`config.mk`:
```
export PLATFORM = sky130hd
export DESIGN_NAME = branch_ctl_flat
export DESIGN_NICKNAME = d
export VERILOG_FILES = /design/src/rtl/branch_ctl_pkg.sv /design/src/rtl/branch_ctl_if.sv /design/src/rtl/branch_ctl.sv /design/src/flat_wrapper.sv
export SDC_FILE = /design/constraint.sdc
export NUM_CORES = 1
export LEC_CHECK = 0
export CAP_MARGIN = 10
export CELL_PAD_IN_SITES_DETAIL_PLACEMENT = 1
export CELL_PAD_IN_SITES_GLOBAL_PLACEMENT = 2
export CORE_MARGIN = 2
export CORE_UTILIZATION = 25
export CTS_BUF_LIST = sky130_fd_sc_hd__clkbuf_8
export DETAILED_ROUTE_END_ITERATION = 12
export HOLD_SLACK_MARGIN = 0.12
export PLACE_DENSITY_LB_ADDON = 0.15
export SLEW_MARGIN = 0
export SYNTH_ARGS = -nofsm -noshare
export SYNTH_HDL_FRONTEND = slang
export SYNTH_SLANG_ARGS = --single-unit
```
`constraint.sdc`:
```
create_clock -name clk -period 2.1 [get_ports clk]
set_input_delay 0.42 -clock clk [delete_from_list [all_inputs] [get_ports clk]]
set_output_delay 0.42 -clock clk [all_outputs]
set_load 0.005 [all_outputs]
```
`src/rtl/branch_ctl_pkg.sv`:
```
// Shared definitions for the branch control sequencer: FSM state encoding
// and the PC increment used to form the BSR/JSR/BSRF return address.
package branch_ctl_pkg;

  typedef enum logic [1:0] {
    BRC_IDLE     = 2'd0,
    BRC_DS_WAIT  = 2'd1,
    BRC_REDIRECT = 2'd2
  } brc_state_e;

  // Return address offset: PR receives the branch PC plus this value.
  localparam int unsigned BRC_PC_INC = 4;

endpackage

```
`src/rtl/branch_ctl_if.sv`:
```
// Bundle of issue-side branch resolution, fetch redirect handshake and the
// control outputs of branch_ctl. The master side drives issue/fetch inputs,
// the slave side is the branch controller itself.
interface branch_ctl_if #(
  parameter int ADDR_W = 32
);

  logic              issue_valid;
  logic              issue_is_branch;
  logic [ADDR_W-1:0] issue_pc;
  logic              br_taken;
  logic [ADDR_W-1:0] br_target;
  logic              br_delayslot;
  logic              br_write_pr;
  logic              ex_flush;
  logic              redirect_ready;
  logic              redirect_valid;
  logic [ADDR_W-1:0] redirect_pc;
  logic              flush;
  logic              issue_block;
  logic              pr_we;
  logic [ADDR_W-1:0] pr_wdata;
  logic              slot_illegal;
  logic [ADDR_W-1:0] slot_pc;

  modport master (
    output issue_valid, issue_is_branch, issue_pc, br_taken, br_target,
           br_delayslot, br_write_pr, ex_flush, redirect_ready,
    input  redirect_valid, redirect_pc, flush, issue_block, pr_we, pr_wdata,
           slot_illegal, slot_pc
  );

  modport slave (
    input  issue_valid, issue_is_branch, issue_pc, br_taken, br_target,
           br_delayslot, br_write_pr, ex_flush, redirect_ready,
    output redirect_valid, redirect_pc, flush, issue_block, pr_we, pr_wdata,
           slot_illegal, slot_pc
  );

endinterface

```
`src/rtl/branch_ctl.sv`:
```
// Branch control sequencer: tracks delay slots, issues the fetch redirect
// with a valid/ready hold, pulses the younger-instruction flush, writes PR
// for link branches and flags branches placed in a delay slot.
module branch_ctl
  import branch_ctl_pkg::*;
#(
  parameter int ADDR_W      = 32,
  parameter bit SLOT_ILL_EN = 1'b1
) (
  input logic         clk,
  input logic         rst,
  branch_ctl_if.slave bif
);

  brc_state_e        r_state, w_state_nxt;
  logic [ADDR_W-1:0] r_tgt_q, w_tgt_nxt;
  logic              r_tkn_q, w_tkn_nxt;
  logic              r_flush, w_flush_nxt;
  logic [ADDR_W-1:0] r_redirect_pc, w_redirect_pc_nxt;
  logic              r_pr_we, w_pr_we_nxt;
  logic [ADDR_W-1:0] r_pr_wdata, w_pr_wdata_nxt;
  logic              r_slot_illegal, w_slot_illegal_nxt;
  logic [ADDR_W-1:0] r_slot_pc, w_slot_pc_nxt;

  logic              w_br_issue;
  logic [ADDR_W-1:0] w_ret_addr;

  // An exception flush cancels whatever issues alongside it.
  assign w_br_issue = bif.issue_valid & bif.issue_is_branch & ~bif.ex_flush;
  assign w_ret_addr = bif.issue_pc + ADDR_W'(BRC_PC_INC);

  // Next-state and next-output decode; every target gets its default first.
  always_comb begin
    w_state_nxt        = r_state;
    w_tgt_nxt          = r_tgt_q;
    w_tkn_nxt          = r_tkn_q;
    w_flush_nxt        = 1'b0;
    w_redirect_pc_nxt  = r_redirect_pc;
    w_pr_we_nxt        = 1'b0;
    w_pr_wdata_nxt     = r_pr_wdata;
    w_slot_illegal_nxt = 1'b0;
    w_slot_pc_nxt      = r_slot_pc;

    if (bif.ex_flush) begin
      // Exception flush beats any same-cycle issue or redirect handshake.
      w_state_nxt = BRC_IDLE;
      w_tgt_nxt   = '0;
      w_tkn_nxt   = 1'b0;
    end else begin
      unique case (r_state)
        BRC_IDLE: begin
          if (w_br_issue) begin
            if (bif.br_write_pr) begin
              w_pr_we_nxt    = 1'b1;
              w_pr_wdata_nxt = w_ret_addr;
            end
            if (bif.br_delayslot) begin
              // Not-taken delayed branches still wait so the slot is checked.
              w_tgt_nxt   = bif.br_target;
              w_tkn_nxt   = bif.br_taken;
              w_state_nxt = BRC_DS_WAIT;
            end else if (bif.br_taken) begin
              w_redirect_pc_nxt = bif.br_target;
              w_flush_nxt       = 1'b1;
              w_state_nxt       = BRC_REDIRECT;
            end
          end
        end

        BRC_DS_WAIT: begin
          if (bif.issue_valid) begin
            w_tkn_nxt = 1'b0;
            if (bif.issue_is_branch && SLOT_ILL_EN) begin
              w_slot_illegal_nxt = 1'b1;
              w_slot_pc_nxt      = bif.issue_pc;
              w_state_nxt        = BRC_IDLE;
            end else if (r_tkn_q) begin
              w_redirect_pc_nxt = r_tgt_q;
              w_flush_nxt       = 1'b1;
              w_state_nxt       = BRC_REDIRECT;
            end else begin
              w_state_nxt = BRC_IDLE;
            end
          end
        end

        BRC_REDIRECT: begin
          // PR writeback is independent of the redirect in flight.
          if (w_br_issue && bif.br_write_pr) begin
            w_pr_we_nxt    = 1'b1;
            w_pr_wdata_nxt = w_ret_addr;
          end
          if (bif.redirect_ready) begin
            w_state_nxt = BRC_IDLE;
          end
        end

        default: w_state_nxt = BRC_IDLE;
      endcase
    end
  end

  // FSM state and pending delay-slot branch registers.
  always_ff @(posedge clk) begin
    if (rst) begin
      r_state <= BRC_IDLE;
      r_tgt_q <= '0;
      r_tkn_q <= 1'b0;
    end else begin
      r_state <= w_state_nxt;
      r_tgt_q <= w_tgt_nxt;
      r_tkn_q <= w_tkn_nxt;
    end
  end

  // Registered outputs; data values are cleared too so reset state is all-zero.
  always_ff @(posedge clk) begin
    if (rst) begin
      r_flush        <= 1'b0;
      r_redirect_pc  <= '0;
      r_pr_we        <= 1'b0;
      r_pr_wdata     <= '0;
      r_slot_illegal <= 1'b0;
      r_slot_pc      <= '0;
    end else begin
      r_flush        <= w_flush_nxt;
      r_redirect_pc  <= w_redirect_pc_nxt;
      r_pr_we        <= w_pr_we_nxt;
      r_pr_wdata     <= w_pr_wdata_nxt;
      r_slot_illegal <= w_slot_illegal_nxt;
      r_slot_pc      <= w_slot_pc_nxt;
    end
  end

  assign bif.redirect_valid = (r_state == BRC_REDIRECT);
  assign bif.redirect_pc    = r_redirect_pc;
  assign bif.flush          = r_flush;
  assign bif.issue_block    = (r_state == BRC_REDIRECT) | r_flush;
  assign bif.pr_we          = r_pr_we;
  assign bif.pr_wdata       = r_pr_wdata;
  assign bif.slot_illegal   = r_slot_illegal;
  assign bif.slot_pc        = r_slot_pc;

endmodule

```
`src/flat_wrapper.sv`:
```
// flat-port wrapper written by rule: the top's interface ports become plain ports
module branch_ctl_flat import branch_ctl_pkg::*;
#(
  parameter int ADDR_W      = 32,
  parameter bit SLOT_ILL_EN = 1'b1
)
  (clk, rst, bif_issue_valid, bif_issue_is_branch, bif_issue_pc, bif_br_taken, bif_br_target, bif_br_delayslot, bif_br_write_pr, bif_ex_flush, bif_redirect_ready, bif_redirect_valid, bif_redirect_pc, bif_flush, bif_issue_block, bif_pr_we, bif_pr_wdata, bif_slot_illegal, bif_slot_pc);
  branch_ctl_if #(.ADDR_W(ADDR_W)) bif_i ();
  input logic clk;
  input logic rst;
  input wire logic [$bits(bif_i.issue_valid)-1:0] bif_issue_valid;
  input wire logic [$bits(bif_i.issue_is_branch)-1:0] bif_issue_is_branch;
  input wire logic [$bits(bif_i.issue_pc)-1:0] bif_issue_pc;
  input wire logic [$bits(bif_i.br_taken)-1:0] bif_br_taken;
  input wire logic [$bits(bif_i.br_target)-1:0] bif_br_target;
  input wire logic [$bits(bif_i.br_delayslot)-1:0] bif_br_delayslot;
  input wire logic [$bits(bif_i.br_write_pr)-1:0] bif_br_write_pr;
  input wire logic [$bits(bif_i.ex_flush)-1:0] bif_ex_flush;
  input wire logic [$bits(bif_i.redirect_ready)-1:0] bif_redirect_ready;
  output wire logic [$bits(bif_i.redirect_valid)-1:0] bif_redirect_valid;
  output wire logic [$bits(bif_i.redirect_pc)-1:0] bif_redirect_pc;
  output wire logic [$bits(bif_i.flush)-1:0] bif_flush;
  output wire logic [$bits(bif_i.issue_block)-1:0] bif_issue_block;
  output wire logic [$bits(bif_i.pr_we)-1:0] bif_pr_we;
  output wire logic [$bits(bif_i.pr_wdata)-1:0] bif_pr_wdata;
  output wire logic [$bits(bif_i.slot_illegal)-1:0] bif_slot_illegal;
  output wire logic [$bits(bif_i.slot_pc)-1:0] bif_slot_pc;
  assign bif_i.issue_valid = bif_issue_valid;
  assign bif_i.issue_is_branch = bif_issue_is_branch;
  assign bif_i.issue_pc = bif_issue_pc;
  assign bif_i.br_taken = bif_br_taken;
  assign bif_i.br_target = bif_br_target;
  assign bif_i.br_delayslot = bif_br_delayslot;
  assign bif_i.br_write_pr = bif_br_write_pr;
  assign bif_i.ex_flush = bif_ex_flush;
  assign bif_i.redirect_ready = bif_redirect_ready;
  assign bif_redirect_valid = bif_i.redirect_valid;
  assign bif_redirect_pc = bif_i.redirect_pc;
  assign bif_flush = bif_i.flush;
  assign bif_issue_block = bif_i.issue_block;
  assign bif_pr_we = bif_i.pr_we;
  assign bif_pr_wdata = bif_i.pr_wdata;
  assign bif_slot_illegal = bif_i.slot_illegal;
  assign bif_slot_pc = bif_i.slot_pc;
  branch_ctl #(.ADDR_W(ADDR_W), .SLOT_ILL_EN(SLOT_ILL_EN)) u_core (.clk(clk), .rst(rst), .bif(bif_i));
endmodule
```
Word level (Yosys, flattened, before mapping)
Cells that the tools add are included.
{"block": "word_totals", "ff_bits": 134, "inputBits": 73, "out_inout_bits": 101, "word_cells": 76}
{"block": "classes", "add_sub_neg": 1, "n_eq_ne": 13, "n_mux": 35, "bitwise": 6, "reduce_logical": 12}
{"op": "$mux W32", "n": 9}
{"op": "$pmux W32 S2", "n": 2}
{"op": "$add A32 B3 Y32 const B", "n": 1}
{"op": "$mux W2", "n": 7}
{"op": "$ne A2 B2 Y1 const B", "n": 7}
{"op": "$mux W1", "n": 13}
{"op": "$reduce_and A4 Y1", "n": 3}
{"op": "$reduce_and A8 Y1", "n": 1}
{"op": "$ne A2 B1 Y1 const B", "n": 3}
{"op": "$pmux W1 S2", "n": 3}
{"op": "$pmux W2 S3", "n": 1}
{"op": "$reduce_and A5 Y1", "n": 1}
{"op": "$reduce_bool A2 Y1", "n": 2}
{"op": "$reduce_or A4 Y1", "n": 1}
{"op": "$ne A3 B3 Y1 const B", "n": 1}
{"op": "$not A1 Y1", "n": 3}
{"op": "$reduce_and A3 Y1", "n": 1}
{"op": "$and A1 B1 Y1", "n": 2}
{"op": "$eq A2 B1 Y1 const B", "n": 1}
{"op": "$eq A2 B2 Y1 const B", "n": 1}
{"op": "$logic_not A2 Y1", "n": 1}
{"op": "$reduce_or A2 Y1", "n": 1}
{"op": "$logic_and A1 B1 Y1", "n": 1}
{"op": "$or A1 B1 Y1", "n": 1}

Logic depth before layout (Yosys ltp)
Gate-level depths: netlist (run 1).
{"block": "depth", "depth_word": 5, "mapped_depth": 8, "ltp_nobuf": 5}

Worst setup path before layout (run 1)
Ideal clock, no wire load.
{"block": "synth_path", "kind": "input port to flip-flop", "startpoint": "in bif_issue_pc[10]", "endpoint": "reg u_core.r_pr_wdata[28], in the netlist u_core.bif.pr_wdata[28]", "setup_ns": 0.091, "arrival_ns": 1.981, "t_required_ns": 2.009, "setup_slack_ns": 0.028, "stages": 5, "n_path_buf": 1, "path_cell_list": "clkbuf_2 > nand4_4 > or4_4 > or4_1 > a311oi_1"}
{"block": "synth_via", "elab_chain_len": 4, "word_cells_on_any_way": 5, "cone_classes": "add/sub: 1; mux: 4"}
{"element": "start: declaration", "line": "flat_wrapper.sv:13", "rtl": "input wire logic [$bits(bif_i.issue_pc)-1:0] bif_issue_pc;"}
{"element": "$add A32 B3 Y32 (*)", "line": "branch_ctl.sv:30", "rtl": "assign w_ret_addr = bif.issue_pc + ADDR_W'(BRC_PC_INC);"}
{"element": "$mux W32", "line": "branch_ctl.sv:53", "rtl": "if (bif.br_write_pr) begin"}
{"element": "$mux W32", "line": "branch_ctl.sv:52", "rtl": "if (w_br_issue) begin"}
{"element": "$pmux W32 S2 (*)", "line": "branch_ctl.sv:50", "rtl": "unique case (r_state)"}
{"element": "end signal: assignment", "line": "branch_ctl.sv:129", "rtl": "r_pr_wdata <= w_pr_wdata_nxt;"}
{"element": "end: declaration", "line": "branch_ctl.sv:21", "rtl": "logic [ADDR_W-1:0] r_pr_wdata, w_pr_wdata_nxt;"}
Every way passes the cells marked *; elsewhere a longest branch is shown, timed or not. The select of a mux whose other input is x is not followed.
A chain may end at the register's enable or synchronous reset.

Worst setup path after layout (run 1)
{"block": "layout_path", "startpoint": "in bif_issue_pc[17]", "endpoint": "reg u_core.r_pr_wdata[28], in the netlist u_core.bif.pr_wdata[28]"}
The elaborated chain is that of the path after synthesis.

==> results_dict.tcl, run 1 <==
set metrics [dict create \
    grt_pass1_vias 6699 \
    grt_pass1_wl_um 36700 \
    cell_internal_pwr_mw 4.33 \
    p_switching_mw 1.46 \
    fin_total_pwr_mw 5.78 \
    core-area_sq_mm 0.0227 \
    ctsHoldBuffers 0 \
    yosys.area.top_type "dfxtp_1" \
    drive_gt1_share_pct 15.4 \
    required_ns 2.47 \
    drc 0 \
    overflow 0 \
    area_growth_pct 54.0 \
    fmax_mhz 480 \
    ys_seq_area_share_pct 46.3 \
    nets 998 \
    netlist_top_cells_area "dfxtp_1 (46%), nand2_1 (9.5%), a311oi_1 (6.0%), mux2i_1 (5.5%), nor2_1 (4.5%)" \
    busiest_layer "met2" \
    p_leak_nw 3.09 \
    critPathMaxFanout 5 \
    io_pins 174 \
    dr.pass1.iters 4 \
    finalSetupViolations 0 \
    rows 55 \
    p_seq_share_pct 44.9 \
    cp_top_family "simple AND/OR/NAND/NOR gates" \
    tightest_slew_ns 0.396 \
    ys_types 49 \
    path_clk_slew_ns 0.08 \
    crit_arrival_ns 2.45 \
    cts_made_buffers 17 \
    fin_util_pct 39.3 \
    worst-path-buf-inv 2 \
    path_class "in2reg" \
    use_met2_pct 32.9 \
    combPwrFrac_pct 11.2 \
    fin_setup_tns_ns 0 \
    hold_class "in2reg" \
    rsz0062_at_grt "false" \
    synth_edf_count 0 \
    finClkSkew_ns 0.0142 \
    max_stage_delay_ns 0.58 \
    syn_inst 698 \
    antenna_found_initial 1 \
    placed_area_sq_mm 0.00844 \
    critical_path_depth 6 \
    ir_worst_vdd_v 0.000388 \
    async_flop_share_pct 0 \
    finalCritPeriodShare_pct 99.3 \
    n_antenna_cell 0 \
    clkPwrFrac_pct 43.9 \
    initial_utilization_pct 25.5 \
    clockRootBuffer "clkbuf_8" \
    syn_nets 772 \
    cpMaxStageDelayCell "or4_4" \
    synth_top_area_share_pct 46.3 \
    fp.dieW_um 156 \
    final_common_cell "clkdlybuf4s50_1" \
    whs_path_depth 2 \
    status "finished, final reports clean" \
    num_vias 6133 \
    min_period_ns 2.09 \
    design_area_sq_mm 0.00893 \
    synth-seq-cells 134 \
    gr-usage-met3_pct 4.62 \
    die_h_um 156 \
    htreeDepth 4 \
    fill_cells 2642 \
    critPathLaunchType "input port" \
    sw_frac_of_total_pct 25.2 \
    max-slew-margin-rel_pct 73.3 \
    routabilityCongestion 0.808 \
    hold_violations 0 \
    cap_violations 0 \
    port_buffers 173 \
    clk_latency_ns 0.45 \
    wirelength_um 23200 \
    worstSetupEndpointType "register" \
    p_per_area_mw_per_mm2 647 \
    grt_start_max_net_pins 33 \
    slew_viol_final 0 \
    ys_warn_count 0 \
    cts_sinks 134 \
    routedWlPerCell_um 19.0 \
    grtUsageMet1_pct 24.5 \
    avgSynthCellArea_sq_um 8.31 \
    hpwl_um 16800 \
    cts_tree "yes" \
    layout_common_cells "clkdlybuf4s50_1 (171), nand2_1 (147), dfxtp_1 (133), buf_4 (91), nor2_1 (69)" \
    dieArea_sq_mm 0.0244 \
    vias_per_cell 5.02 \
    gr-usage-all-layers_pct 19.4 \
    antenna_left 0 \
    hold-worst-slack_ns 0.321 \
    ys.flop_type "dfxtp_1" \
    crit_chain "clkdlybuf4s50_1, buf_4, nand2_1, or4_4, or4_1, a311oi_2" \
    drt_iter0_drc 256 \
    clk_path_buf_depth 2 \
    synth_area_sq_mm 0.00580 \
    r2r_cells 6 \
]
## through the flow
| stage | instances | setup WS [ns] |
|---|---|---|
| 2_1_floorplan | 698 | 0.0281 |
| 3_3_place_gp | 1189 | -0.402 |
| 3_5_place_dp | 1189 | -0.487 |
| 4_1_cts | 1221 | 0.0151 |
| 5_1_grt | 1222 | 0.000638 |
| 6_report | 1222 | 0.0147 |
## sequential cells by signal, summed over array words and instances, names as in the netlist
name	flops
u_core.bif.slot_illegal	1
u_core.bif.redirect_pc	32
u_core.r_tgt_q	32
u_core.r_tkn_q	1
u_core.r_state	2
u_core.bif.pr_wdata	32
u_core.bif.pr_we	1
u_core.bif.flush	1
u_core.bif.slot_pc	32
## final timing paths
kind / slack, ns / from / end
max: 0.01 / bif_issue_pc[17] / u_core.bif.pr_wdata[28]
min: 0.32 / rst / u_core.bif.pr_wdata[30]
max reg2reg: 0.22 / u_core.r_state[0] / u_core.bif.pr_wdata[13]
min reg2reg: 0.46 / u_core.bif.slot_pc[14] / u_core.bif.slot_pc[14]
## Yosys cell counts, types with 2 or more instances
master,n
nor4_1,13
nand2_1,147
o2111a_1,2
inv_1,8
buf_2,9
nand4_1,13
o31a_1,2
nor2_1,69
or2_2,2
o31ai_1,3
a211oi_1,16
or3_1,3
o21bai_1,2
xnor2_1,6
and3_1,8
or4_1,3
nand2b_1,3
nand3_1,12
and2_1,2
a31oi_1,33
a311oi_1,40
dfxtp_1,134
o21ai_0,4
o311a_1,2
mux2i_1,32
a31o_2,2
a21oi_1,40
and4_1,4
xor2_1,7
nor3_1,3
clkbuf_1,51
nor2b_1,6
## power by group through the flow
| stage | registers, mW | logic [mW] | clock network [mW] |
|---|---|---|---|
| after detailed placement | 2.66 | 0.647 | 0 |
| after global routing | 2.60 | 0.705 | 2.74 |
| after CTS | 2.60 | 0.651 | 2.62 |
| after global placement | 2.66 | 0.635 | 0 |
| after floorplan | 2.65 | 0.220 | 0 |
| final | 2.60 | 0.647 | 2.54 |
## logic make-up (layout without fill, tap and decap cells)
logic type	after synthesis	after routing	synth area share [%]
muxes	32	32	5.52
adders and majority gates	1	1	0.216
buffers and inverters	71	310	4.81
and+or+nand+nor	296	296	23.1
AOI/OAI and AO/OA	151	151	18.2
xor gates and xnor gates	13	13	1.96
DFF	134	134	46.3
## worst reg2reg max path, cell delays in order (launching register included)
cell     delay (ns)
dfxtp_4        0.37
buf_4          0.15
nor3b_1        0.33
buf_4          0.19
nand2_1        0.08
or4_1          0.50
a31oi_1        0.18
## repair_timing
action	CTS	global route
setup endpoints to repair	1	4
resized for setup	3	4
pin swaps	0	2
hold endpoints to repair	0	0
buffers inserted	0	1
## layer usage
| layer | up-vias | part of all wire (%) | routed length [um] |
|---|---|---|---|
| li1 | 2944 | - | - |
| met1 | 3032 | 45 | 10500 |
| met2 | 137 | 49 | 11300 |
| met3 | 20 | 4.7 | 1090 |
| met4 | 0 | 1.4 | 331 |
| met5 | - | 0 | 0 |
## layout make-up
type	instances	area [sq um]	area share, %
clock buffers	17	234	2.62
clock inverters	15	226	2.54
inverters	9	33.8	0.378
multi-input cells	493	2870	32.1
well taps	285	357	3.99
repair buffers	269	2530	28.3
flip-flops and latches	134	2690	30.1
Note: power is estimated with default switching activity, not from simulation.
==> run 2: changes to the inputs <==
- CORE_UTILIZATION: 25 -> 24
- CTS_BUF_LIST: sky130_fd_sc_hd__clkbuf_8 -> sky130_fd_sc_hd__clkbuf_8 sky130_fd_sc_hd__clkbuf_16
==> run 2 against run 1 <==
Against the previous run:
- design area grew 2.7%
- clock power is 25% higher
- sequential share of layout area decreased by 0.82 points
- final cell count up 2.7%
- first-iteration DRC count down 14%
- total power increased by 11%
- utilization is 0.48 points lower
- clock-buffer cell count unchanged
- sequential power about the same
- critical path depth fell by 3
- combinational power is 1% higher
- maximum frequency up 2.8%
- highest routed layer unchanged
==> results_dict.tcl, run 2 (synthesis gave the netlist of run 1 again) <==
set metrics [dict create \
    status "finished, final reports clean" \
    hold_class "in2reg" \
    grt_start_max_net_pins 65 \
    routabilityCongestion 0.776 \
    cts_tree "yes" \
    cts_sinks 134 \
    hold_end "u_core.bif.redirect_pc[5]" \
    core-area_sq_mm 0.0236 \
    gr-usage-all-layers_pct 17.8 \
    tightest_slew_ns 0.404 \
    fill_cells 2738 \
    r2r_end "u_core.bif.redirect_pc[8]" \
    overflow 0 \
    finClkSkew_ns 0.0124 \
    nets 997 \
    cts_made_buffers 17 \
    grt_pass1_vias 6517 \
    grt_pass1_wl_um 35800 \
    ctsHoldBuffers 0 \
    crit_arrival_ns 1.61 \
    p_per_area_mw_per_mm2 700 \
    worstSetupEndpointType "output pin" \
    n_antenna_cell 0 \
    place_inst 1220 \
    hpwl_um 16600 \
    post-place-ws_ns -0.565 \
    cap_violations 0 \
    rr_startpoint "u_core.r_state[0]" \
    area_growth_pct 58.2 \
    critPathLaunchType "register" \
    min_period_ns 2.03 \
    fin_total_pwr_mw 6.42 \
    multi_input_area_sq_mm 0.00289 \
    htreeDepth 4 \
    wirelength_um 22900 \
    fin_ws_ns 0.0717 \
    antenna_left 0 \
    fp.dieW_um 159 \
    required_ns 1.68 \
    fmax_mhz 493 \
    port_buffers 173 \
    dieArea_sq_mm 0.0254 \
    path_class "reg2out" \
    drc 0 \
    hold-worst-slack_ns 0.365 \
    fin_cells 1255 \
    routedWlPerCell_um 18.3 \
    clockRootBuffer "clkbuf_16" \
    clk_latency_ns 0.43 \
    ir_worst_vdd_v 0.000396 \
    drive_gt1_share_pct 15.7 \
    vias_per_cell 4.90 \
    rsz0062_at_grt "false" \
    num_vias 6152 \
    critPathMaxFanout 2 \
    path_clk_slew_ns 0.06 \
    slew_viol_final 0 \
    layout_common_cells "clkdlybuf4s50_1 (166), nand2_1 (147), dfxtp_1 (133), buf_4 (88), nor2_1 (69)" \
    max-slew-margin-rel_pct 72.8 \
    final_common_cell "clkdlybuf4s50_1" \
    initial_utilization_pct 24.6 \
    rrSetupSlack_ns 0.31 \
    rows 56 \
    finalSetupViolations 0 \
    clk_path_buf_depth 2 \
    hold_violations 0 \
    io_pins 174 \
    die_h_um 159 \
    min_from "rst" \
    seqCellArea_sq_mm 0.00268 \
    p_leak_nw 3.21 \
    dr.pass1.iters 6 \
    drt_iter0_drc 221 \
    r2r_cells 6 \
    finalCritPeriodShare_pct 96.6 \
    whs_path_depth 2 \
    antenna_found_initial 0 \
]
==> run 2: area by class of cell <==
| type | count | share of cell area (%) |
|---|---|---|
| tap | 319 | 4.35 |
| sequential | 134 | 29.3 |
| inverter | 9 | 0.368 |
| multi-input combinational | 493 | 31.5 |
| timing repair buffer | 268 | 27.8 |
| clock inverter | 15 | 2.07 |
| clock buffer | 17 | 4.64 |
==> run 2: worst max path at each step <==
stage / cells after the start / to / from / slack, ns
6_report: 3 / bif_issue_block / u_core.r_state[1] / 0.07
5_1_grt: 7 / u_core.bif.pr_wdata[29] / bif_issue_pc[6] / 0.009
2_1_floorplan: 5 / u_core.bif.pr_wdata[28] / bif_issue_pc[10] / 0.03
4_1_cts: 5 / u_core.bif.pr_wdata[30] / bif_issue_pc[12] / 0.004
3_5_place_dp: 5 / u_core.bif.pr_wdata[30] / bif_issue_pc[12] / -0.56
3_3_place_gp: 5 / u_core.bif.pr_wdata[28] / bif_issue_pc[10] / -0.40
==> run 2: power breakdown <==
group | total, mW | internal (mW) | switching (mW)
Combinational | 0.654 | 0.335 | 0.319
Clock | 3.17 | 1.90 | 1.27
Sequential | 2.60 | 2.58 | 0.0231
Total | 6.42 | 4.81 | 1.61
==> run 2: what timing repair did <==
item                       in CTS  in global routing
resized for setup               5                 11
setup endpoints to repair       3                 12
pin swaps                       1                  2
hold endpoints to repair        0                  0
buffers inserted                0                  3
==> run 2: worst max-delay path, stage by stage (launching register included) <==
cell	delay, ns
dfxtp_1	0.31
nor2b_2	0.17
or2_2	0.27
clkdlybuf4s50_1	0.45
==> run 2: layer usage <==
layer / share of wire [%] / wire length (um) / vias to the layer above / track usage, %
li1: - / - / 2950 / -
met1: 46 / 10600 / 3004 / 22.4
met2: 47 / 10800 / 166 / 29.8
met3: 4.5 / 1020 / 32 / 4.58
met4: 2.2 / 512 / 0 / 6.03
met5: 0 / 0 / - / 0
==> run 2: per-stage QoR <==
step	util (%)	area [sq um]	setup TNS, ns
after floorplan	-	5800	0
after global placement	35.9	8480	-8.10
after detailed placement	35.9	8480	-12.55
after CTS	38.6	9110	0
after global routing	38.9	9170	0
final	38.9	9170	0
